File: src/rtl/pipeline_types.sv
// Shared types for the retire stage: FSM states, commit events and the
// per-slot request bundle unpacked from the writeback registers.
package pipeline_types;

    localparam int ISSUE_WIDTH = 2;
    localparam int REG_AW      = 5;
    localparam int CSR_AW      = 14;
    localparam int ECODE_W     = 6;
    localparam int SLOT_W      = (ISSUE_WIDTH > 1) ? $clog2(ISSUE_WIDTH) : 1;

    localparam logic [ECODE_W-1:0] ECODE_INT = '0;

    typedef enum logic [1:0] {
        RUN,
        IDLE,
        FLUSH
    } commit_state_t;

    typedef enum logic [2:0] {
        EV_NONE,
        EV_EXCP,
        EV_ERTN,
        EV_IDLE,
        EV_CSR
    } commit_event_t;

    typedef struct packed {
        logic               valid;
        logic [31:0]        pc;
        logic               reg_we;
        logic [REG_AW-1:0]  reg_waddr;
        logic [31:0]        reg_wdata;
        logic               excp;
        logic [ECODE_W-1:0] ecode;
        logic               ertn;
        logic               idle;
    } commit_req_t;

endpackage

File: src/rtl/commit_slot_select.sv
// First-event priority encoder: decides which slots retire and which slot,
// if any, carries the event that ends this retire group.
module commit_slot_select
    import pipeline_types::*;
(
    input  commit_req_t         req [ISSUE_WIDTH],
    input  logic                int_take,
    input  logic                csr_we,
    output logic [ISSUE_WIDTH-1:0] retire,
    output commit_event_t       ev_type,
    output logic [SLOT_W-1:0]   ev_slot,
    output logic [ECODE_W-1:0]  ev_ecode
);

    always_comb begin
        retire   = '0;
        ev_type  = EV_NONE;
        ev_slot  = '0;
        ev_ecode = '0;
        for (int i = 0; i < ISSUE_WIDTH; i++) begin
            if (ev_type == EV_NONE && req[i].valid) begin
                // A pending interrupt is taken on slot 0 ahead of its own exception
                if ((i == 0 && int_take) || req[i].excp) begin
                    ev_type  = EV_EXCP;
                    ev_slot  = SLOT_W'(i);
                    ev_ecode = (i == 0 && int_take) ? ECODE_INT : req[i].ecode;
                end else begin
                    retire[i] = 1'b1;
                    if (req[i].ertn) begin
                        ev_type = EV_ERTN;
                        ev_slot = SLOT_W'(i);
                    end else if (req[i].idle) begin
                        ev_type = EV_IDLE;
                        ev_slot = SLOT_W'(i);
                    end else if (i == 0 && csr_we) begin
                        // Refetch from pc0+4, so younger slots must not retire
                        ev_type = EV_CSR;
                        ev_slot = SLOT_W'(i);
                    end
                end
            end
        end
    end

endmodule

File: src/rtl/commit_unit.sv
// Retire stage: regfile/CSR commit, exception/ertn/idle handling, flush
// and redirect generation, and the retired-instruction counter.
module commit_unit
    import pipeline_types::*;
(
    input  logic                          clk,
    input  logic                          rst,
    input  logic [ISSUE_WIDTH-1:0]        wb_valid_i,
    input  logic [ISSUE_WIDTH*32-1:0]     wb_pc_i,
    input  logic [ISSUE_WIDTH-1:0]        wb_reg_we_i,
    input  logic [ISSUE_WIDTH*REG_AW-1:0] wb_reg_waddr_i,
    input  logic [ISSUE_WIDTH*32-1:0]     wb_reg_wdata_i,
    input  logic                          wb_csr_we_i,
    input  logic [CSR_AW-1:0]             wb_csr_waddr_i,
    input  logic [31:0]                   wb_csr_wdata_i,
    input  logic [ISSUE_WIDTH-1:0]        wb_excp_i,
    input  logic [ISSUE_WIDTH*ECODE_W-1:0] wb_ecode_i,
    input  logic [ISSUE_WIDTH-1:0]        wb_ertn_i,
    input  logic [ISSUE_WIDTH-1:0]        wb_idle_i,
    input  logic                          int_pending_i,
    input  logic [31:0]                   csr_eentry_i,
    input  logic [31:0]                   csr_era_i,
    output logic [ISSUE_WIDTH-1:0]        reg_we_o,
    output logic [ISSUE_WIDTH*REG_AW-1:0] reg_waddr_o,
    output logic [ISSUE_WIDTH*32-1:0]     reg_wdata_o,
    output logic                          csr_we_o,
    output logic [CSR_AW-1:0]             csr_waddr_o,
    output logic [31:0]                   csr_wdata_o,
    output logic                          excp_o,
    output logic [ECODE_W-1:0]            excp_ecode_o,
    output logic [31:0]                   excp_pc_o,
    output logic                          ertn_o,
    output logic                          flush_o,
    output logic [31:0]                   redirect_pc_o,
    output logic                          pause_o,
    output logic [63:0]                   retire_cnt_o
);

    commit_state_t          state;
    commit_req_t            req [ISSUE_WIDTH];
    logic [ISSUE_WIDTH-1:0] retire;
    logic [ISSUE_WIDTH-1:0] we_raw;
    logic [ISSUE_WIDTH-1:0] we_next;
    commit_event_t          ev_type;
    logic [SLOT_W-1:0]      ev_slot;
    logic [ECODE_W-1:0]     ev_ecode;
    logic [31:0]            idle_pc;
    logic                   int_take;

    assign int_take = int_pending_i && (state == RUN);

    always_comb begin
        for (int i = 0; i < ISSUE_WIDTH; i++) begin
            req[i].valid     = wb_valid_i[i];
            req[i].pc        = wb_pc_i[i*32 +: 32];
            req[i].reg_we    = wb_reg_we_i[i];
            req[i].reg_waddr = wb_reg_waddr_i[i*REG_AW +: REG_AW];
            req[i].reg_wdata = wb_reg_wdata_i[i*32 +: 32];
            req[i].excp      = wb_excp_i[i];
            req[i].ecode     = wb_ecode_i[i*ECODE_W +: ECODE_W];
            req[i].ertn      = wb_ertn_i[i];
            req[i].idle      = wb_idle_i[i];
        end
    end

    commit_slot_select u_select (
        .req      (req),
        .int_take (int_take),
        .csr_we   (wb_csr_we_i),
        .retire   (retire),
        .ev_type  (ev_type),
        .ev_slot  (ev_slot),
        .ev_ecode (ev_ecode)
    );

    // r0 is hardwired; on a same-register pair the younger slot wins
    always_comb begin
        we_raw = '0;
        for (int i = 0; i < ISSUE_WIDTH; i++) begin
            we_raw[i] = retire[i] && req[i].reg_we && (req[i].reg_waddr != '0);
        end
        we_next = we_raw;
        for (int i = 0; i < ISSUE_WIDTH; i++) begin
            for (int j = i + 1; j < ISSUE_WIDTH; j++) begin
                if (we_raw[i] && we_raw[j] && req[i].reg_waddr == req[j].reg_waddr) begin
                    we_next[i] = 1'b0;
                end
            end
        end
    end

    always_ff @(posedge clk) begin
        if (rst) begin
            state         <= RUN;
            idle_pc       <= '0;
            reg_we_o      <= '0;
            reg_waddr_o   <= '0;
            reg_wdata_o   <= '0;
            csr_we_o      <= 1'b0;
            csr_waddr_o   <= '0;
            csr_wdata_o   <= '0;
            excp_o        <= 1'b0;
            excp_ecode_o  <= '0;
            excp_pc_o     <= '0;
            ertn_o        <= 1'b0;
            flush_o       <= 1'b0;
            redirect_pc_o <= '0;
            pause_o       <= 1'b0;
            retire_cnt_o  <= '0;
        end else begin
            reg_we_o      <= '0;
            reg_waddr_o   <= '0;
            reg_wdata_o   <= '0;
            csr_we_o      <= 1'b0;
            csr_waddr_o   <= '0;
            csr_wdata_o   <= '0;
            excp_o        <= 1'b0;
            excp_ecode_o  <= '0;
            excp_pc_o     <= '0;
            ertn_o        <= 1'b0;
            flush_o       <= 1'b0;
            redirect_pc_o <= '0;
            unique case (state)
                RUN: begin
                    reg_we_o     <= we_next;
                    reg_waddr_o  <= wb_reg_waddr_i;
                    reg_wdata_o  <= wb_reg_wdata_i;
                    csr_we_o     <= wb_csr_we_i && retire[0];
                    csr_waddr_o  <= wb_csr_waddr_i;
                    csr_wdata_o  <= wb_csr_wdata_i;
                    retire_cnt_o <= retire_cnt_o + 64'($countones(retire));
                    unique case (ev_type)
                        EV_EXCP: begin
                            excp_o        <= 1'b1;
                            excp_ecode_o  <= ev_ecode;
                            excp_pc_o     <= req[ev_slot].pc;
                            flush_o       <= 1'b1;
                            redirect_pc_o <= csr_eentry_i;
                            state         <= FLUSH;
                        end
                        EV_ERTN: begin
                            ertn_o        <= 1'b1;
                            flush_o       <= 1'b1;
                            redirect_pc_o <= csr_era_i;
                            state         <= FLUSH;
                        end
                        EV_IDLE: begin
                            pause_o <= 1'b1;
                            idle_pc <= req[ev_slot].pc;
                            state   <= IDLE;
                        end
                        EV_CSR: begin
                            flush_o       <= 1'b1;
                            redirect_pc_o <= req[0].pc + 32'd4;
                            state         <= FLUSH;
                        end
                        default: state <= RUN;
                    endcase
                end
                IDLE: begin
                    if (int_pending_i) begin
                        excp_o        <= 1'b1;
                        excp_ecode_o  <= ECODE_INT;
                        excp_pc_o     <= idle_pc + 32'd4;
                        flush_o       <= 1'b1;
                        redirect_pc_o <= csr_eentry_i;
                        pause_o       <= 1'b0;
                        state         <= FLUSH;
                    end
                end
                FLUSH:   state <= RUN;
                default: state <= RUN;
            endcase
        end
    end

endmodule
File: config.mk
export PLATFORM = sky130hd
export DESIGN_NAME = commit_unit
export DESIGN_NICKNAME = d
export VERILOG_FILES = /design/src/rtl/pipeline_types.sv /design/src/rtl/commit_slot_select.sv /design/src/rtl/commit_unit.sv
export SDC_FILE = /design/constraint.sdc
export NUM_CORES = 1
export LEC_CHECK = 0
export CORE_AREA = 10 10 201 203
export DETAILED_ROUTE_END_ITERATION = 6
export DIE_AREA = 0 0 211 213
export HOLD_SLACK_MARGIN = 0.06
export PLACE_DENSITY = 0.72
export SKIP_LAST_GASP = 1
export SYNTH_ARGS = -nofsm -noshare
export SYNTH_HDL_FRONTEND = slang
export SYNTH_SLANG_ARGS = --single-unit
File: constraint.sdc
create_clock -name clk -period 3.58 [get_ports clk]
set_input_delay 0.716 -clock clk [delete_from_list [all_inputs] [get_ports clk]]
set_output_delay 0.716 -clock clk [all_outputs]
set_load 0.05 [all_outputs]
==> impl_results.md <==
- Crit end category: register
- Status: finished, final reports clean
- Die W: between 200 and 250 um
- Vias post-DR: ~12,000
- Layout area overhead: 61.5%
- Filler cells: approximately 3,200
- Critical Path Start: wb_csr_we_i
- Share of cells above drive strength 1: between 10% and 20%
- Max Buffers Root-to-Sink: 3
- WL/cell: 22.3 um
- Initial antenna violation count: 13
- Most numerous cell in the Yosys netlist: dfxtp_1
- CTS H-tree depth: 2
- RR Startpoint: state[0]
- Largest family of logic cells by synthesized area: simple AND/OR/NAND/NOR gates
- Adder-Cell Fraction of Synth Area: less than 1%
- Synth Area in XOR/XNOR: under 10%
- Crit path max fanout: 7
- Worst skew pair latency: about 0.54 ns
- Synth Area in Simple Gates: between 20 and 25%
- Finished Layout Cells: ~2,300
- Gr ovfl total: 0
- Unique masters post-synth: 60
- CTS buffer count: 35
- Pre-Repair DR Iteration Count: 5
- GRT Resource Usage Total: 21.8%
- Num rows: 70
- Multi-input logic area: 5790 um2
- Compound-Gate Fraction of Synth Area: about 16%
- CP Class: in2reg
- Post-synth ARST share: 0%
- CTS tree: done
- Post-synthesis sequential area ratio: between 40% and 50%
- PwrDens: roughly 460 nW/um2
- Starting Density: about a third
- Worst slew margin: 51.5%
- Peak VDD IR: between 0.3 and 0.4 mV
- Max Freq: between 200 and 300 MHz
- Cell count after placement: 2,241
- P_leak: between 6 and 7 nW
- DRT antenna net count: 0
- Slew at the pin closest to its max-slew limit: 0.728 ns
- Max cap viols: 0
- Post-Route WL: between 50,000 and 60,000 um
- Final setup fails: 0
- # clock sinks: around 300
- Setup TNS: 0 ns
- Fin Hold WS: between 0.4 and 0.5 ns
- Critical Path RT: a little over 4 ns
- Via density: slightly above 5
- Synth cell count leaders: dfxtp_1 (295), and2_1 (133), a21oi_1 (76)
- Die height: between 200 and 250 um
- Min Clock Period, post-route: between 3 and 4 ns
- Synthesized flop and latch total: ~300
- RSZ-0062 raised after global routing: false
- Number of flops mapped to enable cells by yosys: 0
- Final hold vios: 0
- Mean Syn Cell Area: 9.60 um2
- Post-Synthesis Cells: 1,261
- Multiplexer share of the synthesized area: 2.64%
- Min-delay worst type: reg2reg
- Synth area leaders: dfxtp_1 (49%), and2_1 (6.9%), a211oi_2 (3.2%), a21oi_1 (3.1%), xnor2_1 (2.9%)
- Worst EP arrival: a little under 4 ns
- Hold-fix buffers, CTS: 0
- 1st-iter DRT viols: 861
- CTS clk-pin slew, worst paths: around 0.06 ns
- Ys flop type: dfxtp_1
- Synthesized area: approximately 12,000 um2
- Final HPWL DP: 40,200 um
- Clk root buf: clkbuf_16
- Max Slew Vio Count: 0
- Fin crit share: between 90% and 100%
- Hold path start: idle_pc[1]
- Register area: approximately 6000 um2
- Largest net degree at the start of global routing: between 100 and 150
- First-pass GRT wire length: 75,300 um
- Yosys warnings: 0
- I/O pins: between 500 and 600
- Nets: between 2,000 and 2,500
- Residual DRC: 0
- Die footprint: ~45,000 um2
- Vias in the first global route: between 10,000 and 15,000
- Synth top area share: roughly half
- Largest area contributor in the netlist: dfxtp_1
- Post-Route Skew: approximately 0.011 ns
- CP Launch Type: primary input
- Core region area: 36,300 um2
- # port buffers: 534
- Post-synthesis net count: ~1,500
- Final Wtd Congestion: between 0.9 and 1
==> layout make-up <==
cell class | count | share of cell area [%]
Tap cell | 468 | 2.99
Sequential cell | 295 | 30.2
Inverter | 19 | 0.365
Clock buffer | 43 | 4.84
Clock inverter | 19 | 1.11
Antenna cell | 10 | 0.128
Multi-Input combinational cell | 859 | 29.6
Timing Repair Buffer | 613 | 30.8
==> worst max-delay path, stage by stage <==
cell and delay (ns):
clkbuf_2 0.15, or4b_4 0.58, o41ai_4 0.34, nand2_2 0.11
inv_2 0.07, fa_2 0.22, ha_4 0.13, and4bb_4 0.24
nand2_2 0.08, or4_4 0.59, or4_4 0.54, a21oi_2 0.14
==> logic make-up (layout without fill, tap and decap cells) <==
group | count (synthesis) | after routing
AO/OA/AOI/OAI | 270 | 270
XOR/XNOR | 80 | 80
adder cells (fa/ha/maj) | 4 | 4
buffers and inverters | 108 | 694
flip-flops | 295 | 295
multiplexers | 32 | 32
other | 0 | 10
AND/OR/NAND/NOR | 472 | 473
==> cells in the final DEF (no fill, tap or decap), drive strengths merged, types with 19 or more instances in the layout <==
cell type      synthesis  layout
a211oi                32      32
a21oi                 76      76
a22oi                 19      19
and2                 134     134
and3                  20      20
buf                   23      80
clkbuf                66      44
clkdlybuf4s50          0     529
dfxtp                295     295
inv                   19      23
mux2i                 32      32
nand2                 68      68
nand3                 51      51
nand4                 38      38
nor2                  52      52
nor3                  23      23
o21ai                 40      40
o22ai                 29      29
o31ai                 34      34
or4                   38      39
xnor2                 40      40
xor2                  40      40
==> state kept, by name (all words and copies together), names as in the netlist <==
register / count
redirect_pc_o: 32
csr_wdata_o: 32
reg_waddr_o: 10
pause_o: 1
idle_pc: 32
retire_cnt_o: 64
state: 2
ertn_o: 1
reg_we_o: 2
flush_o: 1
excp_o: 1
excp_pc_o: 32
csr_waddr_o: 14
reg_wdata_o: 64
excp_ecode_o: 6
csr_we_o: 1
==> layer usage <==
layer	GRT usage (%)	up-vias	share of wire, %
met4	11.5	6	3.5
met1	25.0	5752	39
met5	0	-	0.075
met2	35.9	541	49
met3	6.73	102	8.6
li1	-	5691	-
==> worst paths after layout <==
check | end | slack, ns | cells past startpoint
worst min-delay path | excp_pc_o[1] | 0.47 | 2
worst max register to register | retire_cnt_o[56] | 0.56 | 11
worst min register to register | excp_pc_o[1] | 0.47 | 2
worst max-delay path | retire_cnt_o[56] | 0.13 | 12
==> where the power goes <==
group / total [mW] / leakage, nW / internal [mW] / switching, mW
Clock: 3.65 / 0.579 / 2.18 / 1.46
Sequential: 3.54 / 2.42 / 3.47 / 0.0726
Combinational: 1.83 / 3.90 / 0.752 / 1.07
==> metrics by stage <==
step	util [%]	worst slack [ns]	total power, mW	area, um2
final	53.9	0.126	9.01	19600
after global routing	53.9	0.0357	9.32	19600
after CTS	53.7	-0.0484	9.10	19500
after detailed placement	50.2	-0.945	5.43	18200
after global placement	50.2	-0.882	5.41	18200
after floorplan	-	-0.232	4.58	12100
==> what timing repair did <==
| item | in CTS | in global routing |
|---|---|---|
| gates resized for setup | 5 | 16 |
| endpoints found under the hold margin | 0 | 0 |
| endpoints found under the setup margin | 38 | 27 |
| cloned | 0 | 1 |
| pin swaps | 3 | 8 |
| setup buffers | 13 | 0 |
Power figures use the tool's default switching activity.
